==> src/rtl/pipe_front_regs.sv <==
// pipe_front_regs
//   Pipeline-register bank for the fetch/decode/execute front end of the
//   5-stage RISC-V core. It holds the PC register, the IF/ID register and the
//   ID/EX register. It applies the stall and flush commands from the hazard
//   unit, and it keeps saturating stall and flush cycle counters.
//
// Ports
//   clk, rst                        clock (rising edge), synchronous active-high reset
//   stallF, stallD                  hold the PC register / the IF/ID register
//   flushD, flushE                  bubble the IF/ID / ID/EX register
//   PCNextF, instrF, PCPlus4F       fetch-stage inputs
//   RD1D, RD2D, immExtD             decode-stage operands
//   Rs1D, Rs2D, RdD, ctrlD          decode-stage register indices and control bundle
//   PCF                             current fetch PC
//   instrD, PCD, PCPlus4D, validD   IF/ID contents
//   RD1E, RD2E, immExtE, PCE,
//   PCPlus4E, Rs1E, Rs2E, RdE,
//   ctrlE, validE                   ID/EX contents
//   stallCycles, flushCycles        saturating performance counters
module pipe_front_regs #(
  parameter int                 XLEN     = 32,
  parameter int                 CTRL_W   = 16,
  parameter logic [XLEN-1:0]    RESET_PC = '0,
  parameter int                 CNT_W    = 16
) (
  input  logic              clk,
  input  logic              rst,
  input  logic              stallF,
  input  logic              stallD,
  input  logic              flushD,
  input  logic              flushE,
  input  logic [XLEN-1:0]   PCNextF,
  input  logic [XLEN-1:0]   instrF,
  input  logic [XLEN-1:0]   PCPlus4F,
  input  logic [XLEN-1:0]   RD1D,
  input  logic [XLEN-1:0]   RD2D,
  input  logic [XLEN-1:0]   immExtD,
  input  logic [4:0]        Rs1D,
  input  logic [4:0]        Rs2D,
  input  logic [4:0]        RdD,
  input  logic [CTRL_W-1:0] ctrlD,
  output logic [XLEN-1:0]   PCF,
  output logic [XLEN-1:0]   instrD,
  output logic [XLEN-1:0]   PCD,
  output logic [XLEN-1:0]   PCPlus4D,
  output logic              validD,
  output logic [XLEN-1:0]   RD1E,
  output logic [XLEN-1:0]   RD2E,
  output logic [XLEN-1:0]   immExtE,
  output logic [XLEN-1:0]   PCE,
  output logic [XLEN-1:0]   PCPlus4E,
  output logic [4:0]        Rs1E,
  output logic [4:0]        Rs2E,
  output logic [4:0]        RdE,
  output logic [CTRL_W-1:0] ctrlE,
  output logic              validE,
  output logic [CNT_W-1:0]  stallCycles,
  output logic [CNT_W-1:0]  flushCycles
);

  localparam logic [CNT_W-1:0] CNT_MAX = '1;

  // PC register
  logic [XLEN-1:0] pc_q, pc_d;

  // IF/ID register
  logic [XLEN-1:0] instr_d_q, instr_d_d;
  logic [XLEN-1:0] pc_d_q, pc_d_d;
  logic [XLEN-1:0] pc_plus4_d_q, pc_plus4_d_d;
  logic            valid_d_q, valid_d_d;

  // ID/EX register
  logic [XLEN-1:0]   rd1_e_q, rd1_e_d;
  logic [XLEN-1:0]   rd2_e_q, rd2_e_d;
  logic [XLEN-1:0]   imm_ext_e_q, imm_ext_e_d;
  logic [XLEN-1:0]   pc_e_q, pc_e_d;
  logic [XLEN-1:0]   pc_plus4_e_q, pc_plus4_e_d;
  logic [4:0]        rs1_e_q, rs1_e_d;
  logic [4:0]        rs2_e_q, rs2_e_d;
  logic [4:0]        rd_e_q, rd_e_d;
  logic [CTRL_W-1:0] ctrl_e_q, ctrl_e_d;
  logic              valid_e_q, valid_e_d;

  // Performance counters
  logic [CNT_W-1:0] stall_cnt_q, stall_cnt_d;
  logic [CNT_W-1:0] flush_cnt_q, flush_cnt_d;
  logic             stall_inc, flush_inc;

  always_comb begin
    pc_d = stallF ? pc_q : PCNextF;
  end

  // The flush check comes first, so a flush beats a simultaneous stall and
  // the bubble it inserts is never kept alive by the stall.
  always_comb begin
    instr_d_d    = instrF;
    pc_d_d       = pc_q;
    pc_plus4_d_d = PCPlus4F;
    valid_d_d    = 1'b1;
    if (flushD) begin
      instr_d_d    = '0;
      pc_d_d       = '0;
      pc_plus4_d_d = '0;
      valid_d_d    = 1'b0;
    end else if (stallD) begin
      instr_d_d    = instr_d_q;
      pc_d_d       = pc_d_q;
      pc_plus4_d_d = pc_plus4_d_q;
      valid_d_d    = valid_d_q;
    end
  end

  // ID/EX has no hold path. A load-use stall bubbles E through flushE. The
  // all-zero bubble (ctrlE=0, RdE=0) writes nothing and forwards nothing.
  always_comb begin
    rd1_e_d      = RD1D;
    rd2_e_d      = RD2D;
    imm_ext_e_d  = immExtD;
    pc_e_d       = pc_d_q;
    pc_plus4_e_d = pc_plus4_d_q;
    rs1_e_d      = Rs1D;
    rs2_e_d      = Rs2D;
    rd_e_d       = RdD;
    ctrl_e_d     = ctrlD;
    valid_e_d    = valid_d_q;
    if (flushE) begin
      rd1_e_d      = '0;
      rd2_e_d      = '0;
      imm_ext_e_d  = '0;
      pc_e_d       = '0;
      pc_plus4_e_d = '0;
      rs1_e_d      = '0;
      rs2_e_d      = '0;
      rd_e_d       = '0;
      ctrl_e_d     = '0;
      valid_e_d    = 1'b0;
    end
  end

  // A stall that is overridden by flushD is not counted as a stall. A flushD
  // counts as a flush only when it discards a real instruction.
  always_comb begin
    stall_inc   = stallD & ~flushD;
    flush_inc   = flushE | (flushD & valid_d_q);
    stall_cnt_d = stall_cnt_q;
    flush_cnt_d = flush_cnt_q;
    if (stall_inc && (stall_cnt_q != CNT_MAX)) begin
      stall_cnt_d = stall_cnt_q + CNT_W'(1);
    end
    if (flush_inc && (flush_cnt_q != CNT_MAX)) begin
      flush_cnt_d = flush_cnt_q + CNT_W'(1);
    end
  end

  always_ff @(posedge clk) begin
    if (rst) begin
      pc_q         <= RESET_PC;
      instr_d_q    <= '0;
      pc_d_q       <= '0;
      pc_plus4_d_q <= '0;
      valid_d_q    <= 1'b0;
      rd1_e_q      <= '0;
      rd2_e_q      <= '0;
      imm_ext_e_q  <= '0;
      pc_e_q       <= '0;
      pc_plus4_e_q <= '0;
      rs1_e_q      <= '0;
      rs2_e_q      <= '0;
      rd_e_q       <= '0;
      ctrl_e_q     <= '0;
      valid_e_q    <= 1'b0;
      stall_cnt_q  <= '0;
      flush_cnt_q  <= '0;
    end else begin
      pc_q         <= pc_d;
      instr_d_q    <= instr_d_d;
      pc_d_q       <= pc_d_d;
      pc_plus4_d_q <= pc_plus4_d_d;
      valid_d_q    <= valid_d_d;
      rd1_e_q      <= rd1_e_d;
      rd2_e_q      <= rd2_e_d;
      imm_ext_e_q  <= imm_ext_e_d;
      pc_e_q       <= pc_e_d;
      pc_plus4_e_q <= pc_plus4_e_d;
      rs1_e_q      <= rs1_e_d;
      rs2_e_q      <= rs2_e_d;
      rd_e_q       <= rd_e_d;
      ctrl_e_q     <= ctrl_e_d;
      valid_e_q    <= valid_e_d;
      stall_cnt_q  <= stall_cnt_d;
      flush_cnt_q  <= flush_cnt_d;
    end
  end

  assign PCF         = pc_q;
  assign instrD      = instr_d_q;
  assign PCD         = pc_d_q;
  assign PCPlus4D    = pc_plus4_d_q;
  assign validD      = valid_d_q;
  assign RD1E        = rd1_e_q;
  assign RD2E        = rd2_e_q;
  assign immExtE     = imm_ext_e_q;
  assign PCE         = pc_e_q;
  assign PCPlus4E    = pc_plus4_e_q;
  assign Rs1E        = rs1_e_q;
  assign Rs2E        = rs2_e_q;
  assign RdE         = rd_e_q;
  assign ctrlE       = ctrl_e_q;
  assign validE      = valid_e_q;
  assign stallCycles = stall_cnt_q;
  assign flushCycles = flush_cnt_q;

endmodule

==> config.mk <==
export PLATFORM = sky130hd
export DESIGN_NAME = pipe_front_regs
export DESIGN_NICKNAME = d
export VERILOG_FILES = /design/src/rtl/pipe_front_regs.sv
export SDC_FILE = /design/constraint.sdc
export NUM_CORES = 1
export LEC_CHECK = 0
export BUFFER_PORTS_ARGS = -buffer_cell sky130_fd_sc_hd__buf_2
export CORE_AREA = 3 3 223 225
export DETAILED_ROUTE_END_ITERATION = 6
export DIE_AREA = 0 0 226 228
export SYNTH_ARGS = -nofsm -noshare
export SYNTH_HDL_FRONTEND = slang
export SYNTH_SLANG_ARGS = --single-unit
==> constraint.sdc <==
create_clock -name clk -period 1.6 [get_ports clk]
set_input_delay 0.08 -clock clk [delete_from_list [all_inputs] [get_ports clk]]
set_output_delay 0.08 -clock clk [all_outputs]
set_load 0.02 [all_outputs]
==> impl_results.md <==
- Syn_nets: approximately 1.2k
- Nets: around 2.1k
- Pre-CTS setup slack: -111 ps
- Most common cell after layout, fill and taps aside: buf_2
- Crit path max-delay cell type: or4_1
- RSZ-0062 raised after global routing: true
- Crit-path most repeated cell: buf_4
- Max-cap violations: 0
- Failing checks: setup timing
- Max incr delay on CP: between 400 and 500 ps
- Buffers added on ports: between 500 and 600
- Leading cell types in the layout, fill and taps excluded: 581 x buf_2, 325 x dfxtp_1, 236 x dlygate4sd3_1
- Hold path cells: 3
- Hold path start: rst
- Top_reg_cell synth: dfxtp_1
- Worst hold slack: 44.3 ps
- CTS buffer count: 39
- DR iter-0 viols: 290
- Die ar.: a little over 50,000 µm²
- Final hold violation count: 0
- Pleak: 9.48 nW
- Max rail drop VDD: 0.000706 V
- CTS sink count: 353
- Max Slew Vio Count: 0
- Clock slew at reported path FFs: roughly 60 ps
- Layout cell share with drive strength beyond 1: roughly two fifths
- Relative slew slack: between 60 and 70%
- Antenna viol nets, final: 0
- Vias per Instance: 4.19
- CTS Buffer Depth: 3
- Vias in the first global route: between 10k and 15k
- Chip width: ~230 µm
- Asr flop ratio synth: 0%
- TritonRoute pass-1 iters: 4
- Pwr/cell area: roughly 1100 nW/µm²
- Reg2Reg Depth: 8
- Flop-to-flop setup slack: -140 ps
- Worst clock skew: 6.92 ps
- Run status: finished, violations left
- PnR worst setup slack: -141 ps
- Startpoint Class: flip-flop
- Grt ovf: 0
- Pin slew with the least headroom to its limit: between 500 and 600 ps
- Starting Density: a little under a quarter
- WL final: a little over 40,000 µm
- CP arrival: 2210 ps
- Largest delay contributor family on the critical path: simple AND/OR/NAND/NOR gates
- Initial antenna violation count: 3
- DRC violations left: 0
- Kind of critical path: reg2reg
- Cell Area, Synth: ~11,000 µm²
- TritonCTS clock tree: built
- Vias: approximately 11k
- Hold worst-path end: flushCycles[13]
- Final HPWL DP: 28,600 µm
- CP Buf/Inv Count: 4
- Syn avg cell area: 11.1 µm²
- FP Rows: 80
- Root Buffer: clkbuf_16
- TNS Setup: -698 ps
- # IOs: ~580
- Worst-Skew Late Latency: around 530 ps
- Setup violators final: 12
- Period utilization: 109%
- WP data required: 2070 ps
- GPL Wtd Cong: between 0.8 and 0.9
- Largest fanout on the critical path: 5
- Period minus WS final: 1740 ps
- GRT Util Overall: about 15%
- Cell chain of the critical path: buf_4, nand4_1, buf_4, nor4_4, buf_4, buf_6, or4_1, a21oi_1
- Synth cell types: 46
- Mapped Cells: about 1.0k
- WL/cell: about 16 µm
- Core area: 47,700 µm²
- Synth-to-layout area growth: 72.7%
- Die span in y: approximately 230 µm
- Hold crit path type: in2reg
- H-tree levels: 2
- Maximum clock rate: 574 MHz
- RR Endpoint: flushCycles[15]
- Synth Register Bits: between 300 and 400
- CP Capture Type: flip-flop
- EDFF count, synth: 0
- Worst r2r src: flushCycles[8]
- Largest net degree at the start of global routing: ~120
- First-pass GRT wire length: just over 60,000 µm
- Ys Warns: 0
- Sequential area share after synthesis: around 63%
[stage by stage]
step,util (%),area (µm²),total power [W],cells
after floorplan,-,11300,0.0102,1007
after global placement,32.0,15300,0.0110,2198
after detailed placement,32.0,15300,0.0110,2198
after CTS,40.0,19100,0.0208,2515
after global routing,40.5,19300,0.0214,2528
final,40.5,19300,0.0206,2528
[where the power goes]
group / switching [W] / total, W / internal [W]
Combinational: 0.00106 / 0.00212 / 0.00106
Sequential: 0.000133 / 0.00917 / 0.00904
Clock: 0.00359 / 0.00927 / 0.00568
[synth_stat cells, types with 2 or more instances]
master / n / area share (%)
a21oi_1: 22 / 0.98
and2_1: 191 / 11
and3_1: 2 / 0.11
and4_1: 4 / 0.31
buf_1: 14 / 0.47
buf_2: 5 / 0.22
clkbuf_1: 37 / 1.2
dfxtp_1: 353 / 63
ha_1: 2 / 0.22
inv_1: 5 / 0.17
mux2_2: 3 / 0.30
mux2i_1: 130 / 12
nand2_1: 11 / 0.37
nand3_1: 5 / 0.22
nand4_1: 11 / 0.61
nor2_1: 142 / 4.8
nor2b_1: 3 / 0.17
nor3_1: 6 / 0.27
nor4_1: 2 / 0.11
o21ai_0: 6 / 0.27
o311ai_0: 2 / 0.16
o31ai_1: 10 / 0.67
o41ai_1: 3 / 0.23
or3_1: 5 / 0.28
or4_1: 11 / 0.74
xor2_1: 2 / 0.16
[layer usage]
metal  wire [µm]  GRT usage [%]
met1       15400           15.7
met2       20600           27.1
met3        3640           5.17
met4        2000           7.59
met5           0              0
[cells by family (layout without fill, tap and decap cells)]
family	Yosys count	after routing	synth area share [%]
buffers and inverters	61	966	2.10
XOR/XNOR	2	2	0.156
other	0	1	0
multiplexers	133	133	11.9
AND/OR/NAND/NOR	403	403	19.4
AO/OA/AOI/OAI	53	53	3.10
flip-flops	353	353	63.1
adder cells (fa/ha/maj)	2	2	0.223
[flip-flops by register name, summed over array words and instances, names as in the netlist]
signal / cells
PCE: 32
PCF: 32
PCPlus4D: 32
stallCycles: 16
PCPlus4E: 32
RdE: 5
ctrlE: 16
RD2E: 32
Rs2E: 5
RD1E: 32
validD: 1
immExtE: 32
flushCycles: 16
Rs1E: 5
instrD: 32
PCD: 32
validE: 1
[worst max-delay path by stage]
stage                          startpoint  slack, ps  depth (start not counted)               to
after floorplan           flushCycles[10]        -90                          4  flushCycles[15]
after global placement     flushCycles[7]       -100                          4  flushCycles[15]
after detailed placement  flushCycles[10]       -110                          7  flushCycles[11]
after CTS                 flushCycles[10]       -100                          4  flushCycles[15]
after global routing       flushCycles[9]       -210                          6   flushCycles[2]
final                      flushCycles[8]       -140                          8  flushCycles[15]
[cell type report]
| class | count | area (µm²) |
|---|---|---|
| fill | 4499 | 28400 |
| multi-input combinational | 593 | 4080 |
| tap | 615 | 769 |
| timing repair buffer | 891 | 5970 |
| inverter | 5 | 18.8 |
| antenna | 1 | 2.50 |
| sequential | 353 | 7150 |
| clock buffer | 62 | 1250 |
| clock inverter | 8 | 104 |
[worst min-delay path, cell delays in order]
cell and delay (ps):
buf_2 170, buf_12 190, a21oi_2 100
[repair_timing]
action / CTS / global route
buffers inserted: 10 / 12
resized for setup: 10 / 34
endpoints found under the hold margin: 225 / 0
pin swaps: 6 / 25
hold buffers: 236 / 0
cloned: 1 / 1
endpoints found under the setup margin: 14 / 22
No activity file was read; power rests on OpenSTA's default activity.
